File: src/rtl/mode_arbiter.sv
// Mode and audio-source arbiter: debounced mode keys, timed sub-system reset
// pulse, and a muting multiplexer from the per-mode audio streams to the audio core.
module mode_arbiter #(
  parameter int                   NUM_MODES       = 4,
  parameter int                   MODE_W          = 2,
  parameter int                   SW_W            = 10,
  parameter int                   AUDIO_W         = 32,
  parameter int                   DEBOUNCE_CYCLES = 50000,
  parameter int                   RESET_PULSE     = 16,
  parameter logic [NUM_MODES-1:0] SILENT_MASK     = 4'b0100
) (
  input  logic                         CLOCK_50,
  input  logic                         resetn,
  input  logic [NUM_MODES-1:0]         mode_key_n,
  input  logic [SW_W-1:0]              sw,
  input  logic                         enable,
  input  logic [NUM_MODES-1:0]         src_write,
  input  logic [NUM_MODES*AUDIO_W-1:0] src_sound,
  input  logic                         audio_out_allowed,
  output logic [MODE_W-1:0]            mode,
  output logic                         mode_change,
  output logic                         sub_reset,
  output logic [NUM_MODES-1:0]         src_allowed,
  output logic                         write_audio_out,
  output logic [AUDIO_W-1:0]           sound
);

  localparam int              DB_W    = $clog2(DEBOUNCE_CYCLES);
  localparam logic [DB_W-1:0] DB_MAX  = DB_W'(DEBOUNCE_CYCLES - 1);
  localparam logic [DB_W-1:0] DB_ACC  = DB_W'(DEBOUNCE_CYCLES - 2);
  localparam int              RP_W    = $clog2(RESET_PULSE + 1);
  localparam logic [RP_W-1:0] RP_LOAD = RP_W'(RESET_PULSE - 1);

  typedef enum logic {S_IDLE, S_PULSE} rst_state_t;

  logic [NUM_MODES-1:0] key_s1, key_s2;
  logic [SW_W-1:0]      sw_s1, sw_s2, sw_prev;
  logic                 en_s1, en_s2;
  logic [NUM_MODES-1:0] key_p, key_p_prev;
  logic [DB_W-1:0]      db_cnt;
  logic [MODE_W-1:0]    cand;
  logic                 accept;
  logic                 change_sw;
  rst_state_t           state, state_next;
  logic [RP_W-1:0]      count, count_next;
  logic                 trig;
  logic                 mute;

  // Two-flop synchronisers; keys idle released (high), enable idles low so outputs stay muted
  always_ff @(posedge CLOCK_50 or negedge resetn) begin
    if (!resetn) begin
      key_s1 <= '1;
      key_s2 <= '1;
      sw_s1  <= '0;
      sw_s2  <= '0;
      en_s1  <= 1'b0;
      en_s2  <= 1'b0;
    end else begin
      key_s1 <= mode_key_n;
      key_s2 <= key_s1;
      sw_s1  <= sw;
      sw_s2  <= sw_s1;
      en_s1  <= enable;
      en_s2  <= en_s1;
    end
  end

  assign key_p = ~key_s2;

  // Lowest pressed index wins when several keys are held together
  always_comb begin
    cand = '0;
    for (int i = NUM_MODES - 1; i >= 0; i--) begin
      if (key_p[i]) cand = MODE_W'(i);
    end
  end

  assign accept = (key_p == key_p_prev) && (db_cnt == DB_ACC) && (key_p != '0);

  always_ff @(posedge CLOCK_50 or negedge resetn) begin
    if (!resetn) begin
      key_p_prev  <= '0;
      db_cnt      <= '0;
      mode        <= '0;
      mode_change <= 1'b0;
      sw_prev     <= '0;
      change_sw   <= 1'b0;
    end else begin
      key_p_prev  <= key_p;
      mode_change <= 1'b0;
      if (key_p != key_p_prev) begin
        db_cnt <= '0;
      end else if (db_cnt != DB_MAX) begin
        db_cnt <= db_cnt + 1'b1;
      end
      if (accept && (cand != mode)) begin
        mode        <= cand;
        mode_change <= 1'b1;
      end
      sw_prev   <= sw_s2;
      change_sw <= (sw_s2 != sw_prev);
    end
  end

  assign trig = change_sw | mode_change;

  always_ff @(posedge CLOCK_50 or negedge resetn) begin
    if (!resetn) begin
      state <= S_PULSE;
      count <= RP_LOAD;
    end else begin
      state <= state_next;
      count <= count_next;
    end
  end

  // A trigger during the pulse reloads the count, so the pulse only ever extends
  always_comb begin
    state_next = state;
    count_next = count;
    case (state)
      S_IDLE: begin
        if (trig) begin
          state_next = S_PULSE;
          count_next = RP_LOAD;
        end
      end
      S_PULSE: begin
        if (trig) begin
          count_next = RP_LOAD;
        end else if (count == '0) begin
          state_next = S_IDLE;
        end else begin
          count_next = count - 1'b1;
        end
      end
      default: begin
        state_next = S_IDLE;
        count_next = '0;
      end
    endcase
  end

  assign sub_reset       = (state == S_PULSE) | ~en_s2;
  assign mute            = sub_reset | SILENT_MASK[mode];
  assign write_audio_out = src_write[mode] & audio_out_allowed & ~mute;
  assign sound           = mute ? '0 : src_sound[mode*AUDIO_W +: AUDIO_W];
  assign src_allowed     = (NUM_MODES'(1) << mode) & {NUM_MODES{audio_out_allowed & ~mute}};

endmodule

File: config.mk
export PLATFORM = sky130hd
export DESIGN_NAME = mode_arbiter
export DESIGN_NICKNAME = d
export VERILOG_FILES = /design/src/rtl/mode_arbiter.sv
export SDC_FILE = /design/constraint.sdc
export NUM_CORES = 1
export LEC_CHECK = 0
export CORE_AREA = 8 8 104 106
export DETAILED_ROUTE_END_ITERATION = 10
export DIE_AREA = 0 0 112 114
export PLACE_DENSITY = 0.79
export SYNTH_ARGS = -nofsm -noshare
export SYNTH_HDL_FRONTEND = slang
export SYNTH_SLANG_ARGS = --single-unit
File: constraint.sdc
create_clock -name CLOCK_50 -period 2.5 [get_ports CLOCK_50]
set_clock_uncertainty 0.2 [all_clocks]
set_input_delay 0.5 -clock CLOCK_50 [delete_from_list [all_inputs] [get_ports CLOCK_50]]
set_output_delay 0.5 -clock CLOCK_50 [all_outputs]
set_load 0.05 [all_outputs]
==> impl_metrics.ini <==
[placement]
dp_slack_ns = 0.187
dp_hpwl_microns = 8800
port_buffers = 156
gp_congestion = 0.820

[clock_tree]
cts_inserted_buffers = 9
ctsLongestPathBuffers = 2
clk_pin_slew_ns = 0.07
cts.sinks = 70
cts_tree = done
htreeDepth = 3
clock_latency_ns = 0.34
cts-root-buf = clkbuf_8

[detailed_routing]
final_antenna_net_count = 0
wl_per_cell_microns = 17.7
via_per_inst = 5.05
routed-via-count = 3177
drt_iter0_drc = 207
drt_pass1_iterations = 4
drc = 0
routed_wirelength_microns = 11100

[power]
pwr-share-clk_pct = 42.6
ir_drop_v = 0.000512
p_sw_w = 0.000547
powerDensity_nw_per_um2 = 427
internal_power_w = 0.00207
swShare_pct = 20.9
leakagePower_nw = 2.36
combinationalPowerShare_pct = 11.7
finalPower_w = 0.00262
pwr-share-seq_pct = 45.7

[synthesis]
synth_edf_count = 0
syn_inst = 354
synth_fp_nets = 507
yosys_warnings = 0
ys_seq_elements = 70
avgSynthCellArea_sq_um = 9.75
async_flop_share_pct = 100
synth-seq-area-share_pct = 51.2
synth_cell_types = 42
syn_area_sq_um = 3450
ys.flop_type = dfrtp_1

[finish]
area_growth_pct = 78.0
layout.area.seq_sq_um = 1770
multi_input_comb_area_sq_um = 1840
finalCoreUtilization_pct = 67.4
drive_gt1_share_pct = 24.9
num_antenna_cells = 0
fin_nets = 666
fillers = 666

[grt]
grtUsageTotal_pct = 17.2
met1_usage_pct = 20.3
grt_first_pass_wirelength_microns = 17200
antenna_found_initial = 0
grt.busiest_layer = met2
use_met2_pct = 29.6
grt_max_degree = 71
grt_overflow_total = 0
grt_pass1_vias = 3223
gr-usage-met3_pct = 4.91

[critical_path]
cp_data_arrival_time_ns = 1.75
cp-start-kind = flip-flop
cpPeakStageDelay_ns = 0.46
slowest_stage = dfrtp_2
cp_data_required_time_ns = 1.80
cp_num_buf_inv = 3
r2r_slack_ns = 0.53
critPathKind = reg2out
cp_max_fo = 33
crit_family = buffers and inverters
crit_chain = inv_1 -> nor2_2 -> buf_8 -> a21oi_1 -> nor2_4 -> buf_12
cp-end-kind = output port

[sta]
rsz0062_at_grt = true
setup_viol_count_final = 0
final-max-slew-violation-count = 0
max_freq_ghz = 0.408
layout_min_cycle_time_ns = 2.45
hold_viol = 0
setup_ws_ns = 0.0504
fin_crit_sh_pct = 98.0

[floorplanning]
dieArea_sq_um = 12800
num_io_pins = 191
coreArea_sq_um = 9110
die_w_microns = 112
rows = 35
die_h_microns = 114
start_util_pct = 37.9

[job]
drv_cap = 0

[min_path]
min_path_type = reg2reg

[status]
outcome = completed
[power by group through the flow]
stage,logic (W),clock network (W),registers (W)
finish,0.000306,0.00112,0.00120
global route,0.000330,0.00119,0.00120
CTS,0.000305,0.00114,0.00120
global placement,0.000293,0,0.00122
detailed placement,0.000302,0,0.00122
floorplan,0.0000866,0,0.00121
[Yosys cell counts (3+ instances only)]
master / instances / share of area [%]
a31oi_1: 3 / 0.54
nand4_1: 8 / 1.4
nand3_1: 9 / 1.3
or3_1: 3 / 0.54
clkbuf_1: 10 / 1.1
a21oi_1: 38 / 5.5
buf_2: 5 / 0.72
dfrtp_1: 57 / 41
nor4_1: 3 / 0.54
nor2_1: 78 / 8.5
dfstp_2: 13 / 9.9
nand2_1: 12 / 1.3
mux2i_1: 35 / 10
ha_1: 3 / 1.1
xor2_1: 18 / 4.6
nor3_1: 6 / 0.87
xnor2_1: 7 / 1.8
o21ai_0: 6 / 0.87
inv_1: 11 / 1.2
[through the flow]
stage                     hold WS, ns  setup TNS, ns  instance area, sq um  cells
after floorplan               0.00441              0                  3700    354
final                           0.150              0                  6140    629
after global placement          0.131              0                  5830    610
after global routing            0.159         -0.827                  6140    629
after CTS                       0.151              0                  6110    629
after detailed placement        0.135              0                  5830    610
[layout by cell type, fill, tap and decap left out, drive strengths merged, types with 9 or more instances in the layout]
cell and count:
clkbuf 10, nand3 9, a21oi 38, mux2i 35, clkdlybuf4s50 116, inv 13, xor2 18, dfstp 13
dfrtp 57, buf 50, nand2 12, nor2 78, nand4 9
[state kept, by name, indices dropped and copies added, names as in the netlist]
name,cells
mode,2
change_sw,1
sw_s1,10
mode_change,1
key_s1,4
state,1
db_cnt,16
sw_s2,10
sw_prev,10
key_p_prev,4
key_s2,4
count,5
en_s1,1
en_s2,1
[cell families (layout without fill, tap and decap cells)]
kind of cell,count (synthesis),in the layout,share of synthesized area (%)
muxes,35,35,10.1
adders and majority gates,3,3,1.09
buffers and inverters,30,194,3.77
xor gates and xnor gates,25,25,6.34
DFF,70,70,51.2
AOI/OAI and AO/OA,56,56,9.13
and+or+nand+nor,134,134,18.2
other,1,1,0.109
[worst register-to-register path, delay by kind of cell (launching register included)]
family	cells	cell delay [ns]
flops	1	0.43
simple gates	2	0.58
compound gates	1	0.41
fa+ha+maj	1	0.24
[area by class of cell]
class / instances / share of cell area, %
clock buffers: 10 / 2.24
repair buffers: 167 / 34.2
clock inverters: 6 / 1.89
well taps: 111 / 2.26
inverters: 11 / 0.672
flip-flops and latches: 70 / 28.8
multi-input cells: 254 / 29.9
[final timing paths]
| check | start | endpoint | cells after the start |
|---|---|---|---|
| setup / recovery | mode[0] | sound[29] | 6 |
| hold / removal | sw_s1[6] | sw_s2[6] | 0 |
| setup reg to reg | db_cnt[0] | db_cnt[1] | 4 |
| max in group asynchronous | resetn | key_s2[1] | 3 |
| hold reg to reg | sw_s1[6] | sw_s2[6] | 0 |
| min in group asynchronous | resetn | sw_s2[2] | 3 |
[layer usage]
metal / up-vias / part of all wire, %
met5: - / 0
met1: 1501 / 42
met3: 13 / 7.0
met4: 0 / 0.92
li1: 1529 / -
met2: 134 / 50
[what timing repair did]
action	CTS	global route
hold endpoints to repair	57	0
gates resized for setup	1	8
endpoints found under the setup margin	33	31
buffers inserted	2	0
hold buffers	1	0
No activity file was read; power rests on OpenSTA's default activity.
